--- src/rtl/gate_identifier_if.sv ---
// Control-side bundle for gate_identifier: start request, status and classification result.
// The requester holds the master modport; the identifier holds the slave modport.
interface gate_identifier_if;
    logic       start;
    logic       busy;
    logic       done;
    logic [3:0] truth;
    logic [2:0] gate_code;
    logic       match;

    modport master (
        output start,
        input  busy, done, truth, gate_code, match
    );

    modport slave (
        input  start,
        output busy, done, truth, gate_code, match
    );
endinterface

--- src/rtl/gate_identifier.sv ---
// Characterises an unknown 2-input gate by walking {a,b} through 00..11 and sampling y_in
// after a settle delay, then classifying the captured truth table.
module gate_identifier #(
    parameter int unsigned SETTLE = 2
) (
    input  logic                    clk,
    input  logic                    rst,
    gate_identifier_if.slave        ctrl,
    output logic                    a_out,
    output logic                    b_out,
    input  logic                    y_in
);

    typedef enum logic [1:0] {StIdle, StDrive, StSample, StClassify} state_t;

    localparam logic [3:0] SettleLast = 4'(SETTLE - 1);

    state_t     state_q, state_d;
    logic [1:0] idx_q, idx_d;
    logic [3:0] cnt_q, cnt_d;
    logic [3:0] truth_q, truth_d;
    logic [2:0] code_q, code_d;
    logic       match_q, match_d;
    logic       done_q, done_d;
    logic       a_q, a_d;
    logic       b_q, b_d;

    // truth index is {a,b}, so bit 3 is a=1,b=1 and bit 0 is a=0,b=0
    function automatic logic [2:0] decode(input logic [3:0] t);
        case (t)
            4'b1000: decode = 3'd1;
            4'b1110: decode = 3'd2;
            4'b0011: decode = 3'd3;
            4'b0111: decode = 3'd4;
            4'b0001: decode = 3'd5;
            4'b0110: decode = 3'd6;
            4'b1001: decode = 3'd7;
            default: decode = 3'd0;
        endcase
    endfunction

    always_comb begin
        state_d = state_q;
        idx_d   = idx_q;
        cnt_d   = cnt_q;
        truth_d = truth_q;
        code_d  = code_q;
        match_d = match_q;
        done_d  = 1'b0;
        a_d     = a_q;
        b_d     = b_q;
        unique case (state_q)
            StIdle: begin
                // the done cycle is spent in StIdle, so a start there must be refused explicitly
                if (ctrl.start && !done_q) begin
                    state_d = StDrive;
                    idx_d   = 2'd0;
                    cnt_d   = 4'd0;
                    truth_d = 4'd0;
                    code_d  = 3'd0;
                    match_d = 1'b0;
                    a_d     = 1'b0;
                    b_d     = 1'b0;
                end
            end
            StDrive: begin
                cnt_d = cnt_q + 4'd1;
                if (cnt_q == SettleLast) begin
                    state_d = StSample;
                end
            end
            StSample: begin
                truth_d[idx_q] = y_in;
                cnt_d          = 4'd0;
                if (idx_q == 2'd3) begin
                    state_d = StClassify;
                end else begin
                    idx_d        = idx_q + 2'd1;
                    {a_d, b_d}   = idx_q + 2'd1;
                    state_d      = StDrive;
                end
            end
            StClassify: begin
                code_d  = decode(truth_q);
                match_d = (decode(truth_q) != 3'd0);
                done_d  = 1'b1;
                idx_d   = 2'd0;
                cnt_d   = 4'd0;
                a_d     = 1'b0;
                b_d     = 1'b0;
                state_d = StIdle;
            end
            default: state_d = StIdle;
        endcase
    end

    always_ff @(posedge clk) begin
        if (rst) begin
            state_q <= StIdle;
            idx_q   <= 2'd0;
            cnt_q   <= 4'd0;
            truth_q <= 4'd0;
            code_q  <= 3'd0;
            match_q <= 1'b0;
            done_q  <= 1'b0;
            a_q     <= 1'b0;
            b_q     <= 1'b0;
        end else begin
            state_q <= state_d;
            idx_q   <= idx_d;
            cnt_q   <= cnt_d;
            truth_q <= truth_d;
            code_q  <= code_d;
            match_q <= match_d;
            done_q  <= done_d;
            a_q     <= a_d;
            b_q     <= b_d;
        end
    end

    assign ctrl.busy      = (state_q != StIdle);
    assign ctrl.done      = done_q;
    assign ctrl.truth     = truth_q;
    assign ctrl.gate_code = code_q;
    assign ctrl.match     = match_q;
    assign a_out          = a_q;
    assign b_out          = b_q;

endmodule

--- src/flat_wrapper.sv ---
// flat-port wrapper written by rule: the top's interface ports become plain ports
module gate_identifier_flat 
#(
    parameter int unsigned SETTLE = 2
)
  (clk, rst, a_out, b_out, y_in, ctrl_start, ctrl_busy, ctrl_done, ctrl_truth, ctrl_gate_code, ctrl_match);
  gate_identifier_if ctrl_i ();
  input  logic clk;
  input  logic rst;
  output logic a_out;
  output logic b_out;
  input  logic y_in;
  input wire logic [$bits(ctrl_i.start)-1:0] ctrl_start;
  output wire logic [$bits(ctrl_i.busy)-1:0] ctrl_busy;
  output wire logic [$bits(ctrl_i.done)-1:0] ctrl_done;
  output wire logic [$bits(ctrl_i.truth)-1:0] ctrl_truth;
  output wire logic [$bits(ctrl_i.gate_code)-1:0] ctrl_gate_code;
  output wire logic [$bits(ctrl_i.match)-1:0] ctrl_match;
  assign ctrl_i.start = ctrl_start;
  assign ctrl_busy = ctrl_i.busy;
  assign ctrl_done = ctrl_i.done;
  assign ctrl_truth = ctrl_i.truth;
  assign ctrl_gate_code = ctrl_i.gate_code;
  assign ctrl_match = ctrl_i.match;
  gate_identifier #(.SETTLE(SETTLE)) u_core (.clk(clk), .rst(rst), .ctrl(ctrl_i), .a_out(a_out), .b_out(b_out), .y_in(y_in));
endmodule
--- config.mk ---
export PLATFORM = sky130hd
export DESIGN_NAME = gate_identifier_flat
export DESIGN_NICKNAME = d
export VERILOG_FILES = /design/src/rtl/gate_identifier_if.sv /design/src/rtl/gate_identifier.sv /design/src/flat_wrapper.sv
export SDC_FILE = /design/constraint.sdc
export NUM_CORES = 1
export LEC_CHECK = 0
export BUFFER_PORTS_ARGS = -buffer_cell sky130_fd_sc_hd__buf_2
export CORE_UTILIZATION = 52
export DETAILED_ROUTE_END_ITERATION = 6
export PLACE_DENSITY = 0.86
export SLEW_MARGIN = 20
export SYNTH_ARGS = -nofsm -noshare
export SYNTH_HDL_FRONTEND = slang
export SYNTH_SLANG_ARGS = --single-unit
--- constraint.sdc ---
create_clock -name clk -period 1.75 [get_ports clk]
set_input_delay 0.175 -clock clk [delete_from_list [all_inputs] [get_ports clk]]
set_output_delay 0.175 -clock clk [all_outputs]
set_load 0.05 [all_outputs]
# ---- Word level (Yosys, flattened, before mapping)
# Index checks and enable logic that the tools add are counted.
dict set report classes {
  reduce_logical 14
  magnitude_cmp 2
  muxes 24
  eq_ne 15
  add_sub_neg 2
}
# operator n
set ops {}
lappend ops {{3-bit case mux with 7 select lines} 1}
lappend ops {{4-bit == test, second input constant} 3}
lappend ops {{4-bit case mux with 3 select lines} 1}
lappend ops {{2-bit 2-to-1 mux} 5}
lappend ops {{4-bit by 1-bit == test with 1-bit output, second input constant} 2}
lappend ops {{4-bit by 3-bit == test with 1-bit output, second input constant} 2}
lappend ops {{2-bit case mux with 4 select lines} 1}
lappend ops {{4-bit case mux with 2 select lines} 1}
lappend ops {{2-bit == test, second input constant} 3}
lappend ops {{3-bit 2-to-1 mux} 2}
lappend ops {{1-bit case mux with 3 select lines} 2}
lappend ops {{2-bit case mux with 3 select lines} 1}
lappend ops {{3-bit case mux with 2 select lines} 1}
lappend ops {{2-bit AND reduction} 3}
lappend ops {{2-bit nonzero test} 3}
lappend ops {{3-bit nonzero test} 2}
lappend ops {{1-bit 2-to-1 mux} 5}
lappend ops {{4-bit by 1-bit adder with 4-bit output, second input constant} 1}
lappend ops {{4-bit bitwise mux} 1}
lappend ops {{4-bit by 2-bit == test with 1-bit output, second input constant} 1}
lappend ops {{4-bit 2-to-1 mux} 1}
lappend ops {{2-bit by 1-bit inequality test with 1-bit output, second input constant} 2}
lappend ops {{2-bit by 3-bit less-than comparator with 1-bit output, second input constant} 1}
lappend ops {{3-bit AND reduction} 1}
lappend ops {{10 further kinds} 11}
dict set report totals {
  register_bits 19
  inputBits 4
  word_cells 66
}

# ---- Longest topological paths before layout
# Gate-level depths: netlist (run 1).
dict set report depth {
  ltp_word 6
  mapped_depth 6
}

# ---- Worst setup path before layout (run 1)
# OpenSTA, ideal clock, no wires.
dict set report synth_timing {
  path_kind {reg-to-reg}
  from {register u_core.idx_q[0]}
  to {register u_core.idx_q[1]}
  stages_incl_launch_ff 6
  setup_time_ps 65
  t_arrival_ps 1596
  period_less_slack_ps 1661
  t_required_ps 1685
  slack_ps 89
  path_cell_list {dfxtp_1 -> ha_1 -> nand2b_1 -> a21oi_2 -> mux2_1 -> nor2_1}
}
dict set report synth_via {
  elab_chain_cells 3
  word_cells_on_any_way 6
  cone_classes {add/sub (1); eq/ne (2); mux (2); reduce/logical (1)}
}
# element line
set synth_rtl {}
lappend synth_rtl {{from (decl)} gate_identifier.sv:19} ;# logic [1:0] idx_q, idx_d;
lappend synth_rtl {{from (signal assigned)} gate_identifier.sv:110} ;# idx_q <= idx_d;
lappend synth_rtl {{2-bit by 1-bit adder with 2-bit output / 2-bit == test (equally long branches)} {gate_identifier.sv:78, gate_identifier.sv:75}}
lappend synth_rtl {{2-bit 2-to-1 mux / 2-bit inequality test (equally long branches)} --}
lappend synth_rtl {{2-bit case mux with 3 select lines / 3-bit AND reduction (equally long branches)} --}
# Parallel ways exist; a longest one is shown, timed or not. The select of a mux whose other input is x is not followed.
# A chain may end at the register's enable or synchronous reset.

# ---- Final worst setup path (run 1)
dict set report layout_timing {
  from {register u_core.state_q[1]}
  to {register u_core.idx_q[1]}
}
dict set report layout_via {
  elab_chain_cells 3
  word_cells_on_any_way 8
  cone_classes {eq/ne (4); mux (1); reduce/logical (3)}
}
# element line
set layout_rtl {}
lappend layout_rtl {{from (decl)} gate_identifier.sv:18} ;# state_t state_q, state_d;
lappend layout_rtl {{from (signal assigned)} gate_identifier.sv:99} ;# state_q <= StIdle;
lappend layout_rtl {{from (signal assigned)} gate_identifier.sv:109} ;# state_q <= state_d;
lappend layout_rtl {{2-bit == test / 2-bit zero test (equally long branches)} gate_identifier.sv:52} ;# unique case (state_q)
lappend layout_rtl {{2-bit inequality test (no source line), or another cell as far along} --}
lappend layout_rtl {{3-bit AND reduction (no source line)} --}
# Parallel ways exist; a longest one is shown, timed or not.

==> results of run 1 <==
[where the power goes]
group | internal, mW | leakage [nW] | switching (mW) | total [mW]
logic | 0.0253 | 0.263 | 0.0498 | 0.0752
registers | 0.393 | 0.137 | 0.0121 | 0.405
clock network | 0.0885 | 0.0150 | 0.115 | 0.203
[cells in the final DEF (no fill, tap or decap)]
master     instances
nor2_1            18
dfxtp_1           17
buf_2             15
a21oi_1           14
nand2_1            7
nand3_1            7
inv_1              6
ha_1               6
nor3_1             4
o21ai_0            3
clkbuf_4           3
nor2b_1            2
nand2b_1           2
mux2i_1            2
a31oi_1            2
a211oi_1           2
nor4b_4            1
a21oi_2            1
mux2_1             1
nor4b_1            1
nand4_1            1
o2bb2ai_1          1
xnor2_1            1
a32oi_1            1
nand3b_1           1
clkbuf_1           1
[metrics by stage]
step,power (mW),instance area (µm²),setup WS [ps],hold WS [ps]
final,0.683,958,232,188
after global routing,0.719,958,106,190
after CTS,0.688,958,247,182
after detailed placement,0.488,932,275,466
after global placement,0.487,932,345,450
after floorplan,0.476,871,88.6,336
[state kept, by name (all words and copies together), names as in the netlist]
| name | cells |
|---|---|
| u_core.cnt_q | 4 |
| u_core.ctrl.truth | 4 |
| u_core.ctrl.gate_code | 3 |
| u_core.idx_q | 2 |
| u_core.state_q | 2 |
| u_core.ctrl.done | 1 |
| u_core.ctrl.match | 1 |
[metal layers]
layer / routed length (µm) / global-route usage, % / up-vias
li1: - / - / 393
met1: 739 / 23.0 / 351
met2: 761 / 30.9 / 18
met3: 59 / 5.11 / 2
met4: 10 / 7.50 / 0
met5: 0 / 0 / -
[final cells by class]
class                   count  share of cell area, %
well taps                  16                   2.09
multi-input cells          78                   49.5
clock buffers               4                   2.74
repair buffers             15                   7.83
flip-flops and latches     17                   35.5
inverters                   6                   2.35
[worst paths after layout]
| path | start | end | slack [ps] | cells past startpoint |
|---|---|---|---|---|
| max | u_core.state_q[1] | u_core.idx_q[1] | 230 | 4 |
| min | y_in | u_core.ctrl.truth[3] | 190 | 3 |
| max reg2reg | u_core.state_q[1] | u_core.idx_q[1] | 230 | 4 |
| min reg2reg | u_core.ctrl.gate_code[1] | u_core.ctrl.gate_code[1] | 470 | 2 |
[Yosys cell counts (all sizes together)]
| cell type | instances | area, µm² |
|---|---|---|
| a211oi | 2 | 15.0 |
| nand4 | 1 | 6.26 |
| clkbuf | 3 | 11.3 |
| nor2b | 2 | 12.5 |
| a21oi | 15 | 78.8 |
| nor3 | 4 | 20.0 |
| nand3 | 7 | 35.0 |
| dfxtp | 17 | 340 |
| mux2i | 2 | 20.0 |
| buf | 2 | 22.5 |
| nor2 | 18 | 67.6 |
| mux2 | 1 | 11.3 |
| a31oi | 2 | 12.5 |
| nand2b | 2 | 12.5 |
| xnor2 | 1 | 8.76 |
| a32oi | 1 | 8.76 |
| o21ai | 3 | 15.0 |
| o2bb2ai | 1 | 8.76 |
| nand3b | 1 | 7.51 |
| nand2 | 7 | 26.3 |
| nor4b | 2 | 32.5 |
| ha | 6 | 75.1 |
| inv | 6 | 22.5 |
[worst max-delay path: stages (launching register included)]
cell,delay [ps]
dfxtp_1,520
nor2b_1,480
nand2_1,90
mux2_1,290
nor2_1,80
[kinds of logic after synthesis]
family / Yosys count / share of synthesized area, %
AND/OR/NAND/NOR: 44 / 25.3
AO/OA/AOI/OAI: 24 / 15.9
flip-flops: 17 / 39.1
buffers and inverters: 11 / 6.47
adder cells (fa/ha/maj): 6 / 8.62
multiplexers: 3 / 3.59
XOR/XNOR: 1 / 1.01
==> metrics.md, run 1 <==
| Metric | Value |
|---|---|
| CP max FO | 9 |
| Clk_lat worst skew | roughly 280 ps |
| Drc violations | 0 |
| Layout cells sized above 1 | about 17% |
| Final WL | between 1500 and 2000 µm |
| I/O Buffers | 15 |
| Die span in x | 42.9 µm |
| Gp weighted congestion | about 0.76 |
| Final core occ | between 60% and 70% |
| Vias in the first global route | ~640 |
| Max H-tree Level | 1 |
| Avg WL per Cell | 11.6 µm |
| Vias | between 700 and 800 |
| Syn_nets | between 100 and 150 |
| Clk_skew | ~4.4 ps |
| Total GRT Usage | between 10% and 20% |
| Placed cell count | approximately 130 |
| DR iter-0 viols | 13 |
| Pre-antenna DRT Iters | 4 |
| Worst-path clk slew | approximately 90 ps |
| CTS Buf Count | 3 |
| Sequential area share after synthesis | 39.1% |
| Largest net degree at the start of global routing | 18 |
| Final Hold Violating Endpoints | 0 |
| Max-cap check violation count | 0 |
| First-pass GRT wire length | about 2700 µm |
| Post-synthesis cell count | ~110 |
| Setup Viol. Count Final | 0 |
| Post-CTS setup buffer count | 0 |
| Outcome | finished clean |
| Synth unique cells | 25 |
| Worst-margin pin slew | about 500 ps |
| Post-DP HPWL | approximately 1200 µm |
| Max Slew Vio Count | 0 |
| Reg area | between 300 and 400 µm² |
| CTS tree | yes |
| Antenna cells | 0 |
| Fmax | approximately 660 MHz |
| Post-Syn Area per Cell | around 8.2 µm² |
| Die H | between 40 and 50 µm |
| Synthesized area | slightly below 900 µm² |
| Vias/cell | ~5.6 |
| Setup_tns | 0 ps |
| Fin crit share | between 80% and 90% |
| Crit. End Element | flop |
| Synth Warn # | 0 |
| Clock Sinks | 17 |
| Grt ovf | 0 |
| Area of the multi-input gates | around 470 µm² |
| Initial antenna violation count | 0 |
| Worst hold path class | input port to flop |
| Fin nets | 131 |
| Startpoint types | flop |
| Area delta synth->final | 10.1% |
| Starting Density | between 50% and 60% |
| I/O pins | 16 |
| Synthesized flop and latch total | 17 |
| CORE AREA | around 1500 µm² |
| Final std cells w/o fill | roughly 140 |
| Required time of the worst setup path | roughly 2000 ps |
| Setup CP Type | flop to flop |
| Post-route ant nets | 0 |
| CTS Hold Bufs | 0 |
| Clock Path Buffers | 2 |
| Clk root buf | clkbuf_4 |
| # resized after CTS | 0 |
| Relative max-transition margin | 67.1% |
| RSZ-0062 raised after global routing | no |
| Pwr dens | about 700 nW/µm² |
| P_leak | between 0.4 and 0.5 nW |
| Arr. time, crit path | between 1500 and 2000 ps |
| Die footprint | between 1500 and 2000 µm² |
| Core Rows | 14 |
| Crit path time final | 1520 ps |
| # fillers | 131 |
| Max IR drop VDD | between 0.3 and 0.4 mV |
Power figures use the tool's default switching activity.
==> run 2: changes to the inputs <==
--- a/config.mk
+++ b/config.mk
@@ -6,7 +6,9 @@
 export NUM_CORES = 1
 export LEC_CHECK = 0
 export BUFFER_PORTS_ARGS = -buffer_cell sky130_fd_sc_hd__buf_2
+export CORE_MARGIN = 2
 export CORE_UTILIZATION = 52
+export CTS_CLUSTER_SIZE = 14
 export DETAILED_ROUTE_END_ITERATION = 6
 export PLACE_DENSITY = 0.86
 export SLEW_MARGIN = 20
==> run 2 against run 1 <==
Sequential power about the same. Cell count unchanged. Clock power barely moved. First-iteration DRC count up 38%. Setup slack worse by 35 ps. Highest routed layer unchanged.
==> metrics.md, run 2 (synthesis results as in run 1) <==
| Metric | Value |
|---|---|
| Outcome | finished clean |
| Most common cell after layout, fill and taps aside | nor2_1 |
| CP max FO | 9 |
| Setup CP Type | flop to flop |
| R2R setup slack | 200 ps |
| Initial antenna violation count | 0 |
| Vias | ~760 |
| First-pass GRT wire length | about 2900 µm |
| Crit path time final | 1550 ps |
| I/O Buffers | 15 |
| Crit. End Element | flop |
| Total GRT Usage | between 15 and 20% |
| Pre-antenna DRT Iters | 4 |
| Final WL | about 1600 µm |
| Post-route ant nets | 0 |
| Starting Density | a little under three fifths |
| CTS Buf Count | 3 |
| Final Hold Violating Endpoints | 0 |
| Clk_skew | roughly 2.6 ps |
| Fmax | approximately 640 MHz |
| Pwr dens | about 700 nW/µm² |
| P_leak | ~0.42 nW |
| Post-DP HPWL | 1240 µm |
| Max IR drop VDD | about 0.45 mV |
| Area delta synth->final | 10.1% |
| Vias in the first global route | 682 |
| Startpoint types | flop |
| Antenna cells | 0 |
| Arr. time, crit path | approximately 1700 ps |
| Gp weighted congestion | about 0.78 |
| Placed cell count | 132 |
| Post-CTS setup buffer count | 0 |
| Worst hold path class | input port to flop |
| Layout cells sized above 1 | between 10% and 20% |
| Clk root buf | clkbuf_4 |
| Setup_tns | 0 ps |
| Avg WL per Cell | 12.1 µm |
| Worst-path clk slew | roughly 90 ps |
| Commonest non-fill, non-tap cells in the layout | nor2_1, dfxtp_1, buf_2 |
| RSZ-0062 raised after global routing | no |
| Die span in x | between 40 and 50 µm |
| Final Power | a little under 0.7 mW |
| Final instance area | roughly 960 µm² |
| Vias/cell | ~5.6 |
| Max-cap check violation count | 0 |
| Final hold slack | about 190 ps |
| Clock Sinks | 17 |
| Placed instance area | slightly above 900 µm² |
| CTS Hold Bufs | 0 |
| Core Rows | 14 |
| Die footprint | 2020 µm² |
| Drc violations | 0 |
| Max Slew Vio Count | 0 |
| Reg2reg path depth | 4 |
| Setup Viol. Count Final | 0 |
| Final setup margin | 197 ps |
| DR iter-0 viols | 18 |
| Reg2reg start | u_core.state_q[1] |
| FF-to-FF End | u_core.ctrl.truth[1] |
| Crit. Startpoint | u_core.state_q[1] |
| Die H | ~45 µm |
| CORE AREA | approximately 1500 µm² |
| I/O pins | 16 |
| Relative max-transition margin | ~70% |
| Grt ovf | 0 |
| Final std cells w/o fill | ~140 |
| Clk_lat worst skew | about 290 ps |
| Final core occ | 62.2% |
| CTS tree | yes |
| Setup WS pre-CTS | between 200 and 300 ps |
| # fillers | approximately 140 |
| CP endpoint | u_core.ctrl.truth[1] |
| Fin nets | between 100 and 150 |
| Worst-margin pin slew | ~450 ps |
| Fin crit share | approximately nine tenths |
| Clock Path Buffers | 2 |
| Required time of the worst setup path | between 1500 and 2000 ps |
| Largest net degree at the start of global routing | 18 |
| # resized after CTS | 0 |
| Max H-tree Level | 1 |
==> run 2: routing by layer <==
layer  up-vias  part of all wire [%]  wire length, µm  track usage, %
li1        393                     -                -               -
met1       350                    46              754            22.8
met2        16                    48              798            32.3
met3         5                   3.6               59            4.80
met4         0                   2.2               37            11.2
met5         -                     0                0               0
==> run 2: how the worst min path moves through the flow <==
stage	start	endpoint	slack, ps	depth (start not counted)
floorplan	y_in	u_core.ctrl.truth[3]	340	2
global placement	u_core.ctrl.gate_code[2]	u_core.ctrl.gate_code[2]	450	2
detailed placement	u_core.ctrl.gate_code[1]	u_core.ctrl.gate_code[1]	450	2
CTS	y_in	u_core.ctrl.truth[3]	180	3
global route	y_in	u_core.ctrl.truth[3]	200	3
finish	y_in	u_core.ctrl.truth[3]	190	3
==> run 2: critical path, cell delays in order (launching register included) <==
cell and delay, ps:
dfxtp_1 540, nor2b_1 450, a21oi_1 150, a31oi_1 230, nor3_1 70
==> run 2: final cells by class <==
| class | instances | area [µm²] | area share, % |
|---|---|---|---|
| repair buffers | 15 | 75.1 | 7.83 |
| clock buffers | 4 | 26.3 | 2.74 |
| flip-flops and latches | 17 | 340 | 35.5 |
| multi-input cells | 78 | 474 | 49.5 |
| inverters | 6 | 22.5 | 2.35 |
| well taps | 16 | 20.0 | 2.09 |
==> run 2: power by group <==
part,leakage (nW),internal [mW],switching [mW],total (mW)
clock network,0.0150,0.0886,0.118,0.206
logic,0.263,0.0253,0.0500,0.0753
registers,0.137,0.393,0.0120,0.405
total,0.416,0.507,0.180,0.686
==> run 3: changes to the inputs <==
--- a/config.mk
+++ b/config.mk
@@ -7,10 +7,10 @@
 export LEC_CHECK = 0
 export BUFFER_PORTS_ARGS = -buffer_cell sky130_fd_sc_hd__buf_2
 export CORE_MARGIN = 2
-export CORE_UTILIZATION = 52
+export CORE_UTILIZATION = 47
 export CTS_CLUSTER_SIZE = 14
 export DETAILED_ROUTE_END_ITERATION = 6
-export PLACE_DENSITY = 0.86
+export PLACE_DENSITY = 0.83
 export SLEW_MARGIN = 20
 export SYNTH_ARGS = -nofsm -noshare
 export SYNTH_HDL_FRONTEND = slang
==> constraint.sdc (replaced) <==
create_clock -name clk -period 1.4 [get_ports clk]
set_input_delay 0.14 -clock clk [delete_from_list [all_inputs] [get_ports clk]]
set_output_delay 0.14 -clock clk [all_outputs]
set_load 0.05 [all_outputs]
==> run 3 against run 2 <==
Total power rose by 25%. Cell count grew 8.1%. Utilization decreased by 4.4 points. Critical endpoint is now u_core.idx_q[1]. Largest power group unchanged. Highest routed layer unchanged.
==> metrics.md, run 3 (synthesis results as in run 1) <==
| Metric | Value |
|---|---|
| Outcome | finished clean |
| Area delta synth->final | 14.5% |
| Starting Density | 50.4% |
| Fmax | between 700 and 800 MHz |
| Largest net degree at the start of global routing | 18 |
| Reg2reg start | u_core.idx_q[0] |
| Setup_tns | 0 ps |
| CP endpoint | u_core.idx_q[1] |
| Final std cells w/o fill | 147 |
| Clk_skew | roughly 6.4 ps |
| Drc violations | 0 |
| Fin crit share | 91.7% |
| Clk root buf | clkbuf_4 |
| Die span in x | 47.0 µm |
| Pre-antenna DRT Iters | 4 |
| Clk_lat worst skew | ~290 ps |
| Grt ovf | 0 |
| Initial antenna violation count | 0 |
| Commonest non-fill, non-tap cells in the layout | nor2_1, buf_2, a21oi_1 |
| Post-route ant nets | 0 |
| Hold Startpoint | y_in |
| Reg2reg path depth | 5 |
| Final Power | approximately 0.86 mW |
| R2R setup slack | 120 ps |
| Startpoint types | flop |
| # fillers | 173 |
| Required time of the worst setup path | around 1600 ps |
| Layout cells sized above 1 | about 22% |
| I/O Buffers | 15 |
| Max H-tree Level | 1 |
| Final Hold Violating Endpoints | 0 |
| P_leak | roughly 0.43 nW |
| Antenna cells | 0 |
| Vias | 757 |
| Final WL | roughly 1700 µm |
| Post-CTS setup buffer count | 0 |
| First-pass GRT wire length | 2920 µm |
| Avg WL per Cell | between 10 and 15 µm |
| Vias in the first global route | around 700 |
| Area of the multi-input gates | about 480 µm² |
| Core Rows | 15 |
| Die H | between 40 and 50 µm |
| Gp weighted congestion | roughly 0.83 |
| Crit. End Element | flop |
| Worst hold path class | input port to flop |
| Post-DP HPWL | approximately 1300 µm |
| Vias/cell | about 5.1 |
| Arr. time, crit path | between 1500 and 2000 ps |
| Fin nets | roughly 130 |
| FF-to-FF End | u_core.idx_q[1] |
| Pwr dens | 863 nW/µm² |
| Max Slew Vio Count | 0 |
| Total GRT Usage | 18.6% |
| CTS tree | yes |
| CTS Buf Count | 3 |
| Reg area | 350 µm² |
| Setup Viol. Count Final | 0 |
| Relative max-transition margin | 79.8% |
| Setup CP Type | flop to flop |
| Crit. Startpoint | u_core.idx_q[0] |
| Clock Path Buffers | 2 |
| Worst-path clk slew | 100 ps |
| Worst-margin pin slew | about 300 ps |
| RSZ-0062 raised after global routing | no |
| I/O pins | 16 |
| Most common cell after layout, fill and taps aside | nor2_1 |
| Placed cell count | between 100 and 150 |
| Die footprint | between 2000 and 2500 µm² |
| Max-cap check violation count | 0 |
| CORE AREA | roughly 1700 µm² |
| Crit path time final | around 1300 ps |
| Clock Sinks | 17 |
| DR iter-0 viols | 7 |
| Max IR drop VDD | 0.484 mV |
| CP max FO | 6 |
run 3: cell types whose count changed in the layout (fill, tap and decap cells not counted), sizes merged:
cell	delta
buf	+2
run 3: worst max-delay path, cell delays in order, from the launching register on:
cell and delay, ps:
dfxtp_4 380, ha_2 200, nand2b_1 70, a21oi_2 160
mux2_1 330, nor2_1 80
run 3: worst min-delay path by stage:
stage / endpoint / slack [ps] / cells past startpoint
finish: u_core.ctrl.truth[3] / 140 / 3
detailed placement: u_core.ctrl.truth[3] / 450 / 3
CTS: u_core.ctrl.truth[3] / 130 / 3
global route: u_core.ctrl.truth[3] / 150 / 3
floorplan: u_core.ctrl.truth[3] / 300 / 2
global placement: u_core.ctrl.gate_code[2] / 450 / 2
run 3: layer usage:
layer  up-vias  share of wire, %  GRT usage, %
met5         -                 0             0
met4         0               1.8          11.7
met3         4               3.2          2.31
met2        13                50          30.7
met1       343                45          22.9
li1        397                 -             -
run 3: area by class of cell:
type / count / area share [%]
multi-input combinational: 78 / 47.8
sequential: 17 / 35.1
timing repair buffer: 17 / 9.03
tap: 25 / 3.14
clock buffer: 4 / 2.63
inverter: 6 / 2.26
run 3: power breakdown:
part           internal [mW]  switching (mW)  total [mW]
clock                  0.111           0.147       0.258
sequential             0.488          0.0147       0.503
combinational         0.0358          0.0637      0.0996
run 3: what timing repair did:
action / in CTS / in global routing
gates resized for setup: 1 / 2
setup endpoints to repair: 1 / 2
hold buffers: 0 / 0
run 3: through the flow:
step | instance area [µm²] | utilization (%) | hold WS (ps) | setup slack [ps]
2_1_floorplan | 878 | - | 301 | 21.9
3_3_place_gp | 966 | 55.9 | 450 | 139
3_5_place_dp | 966 | 55.9 | 454 | 70.1
4_1_cts | 993 | 57.5 | 134 | 2.62
5_1_grt | 997 | 57.8 | 149 | 6.73
6_report | 997 | 57.8 | 145 | 116
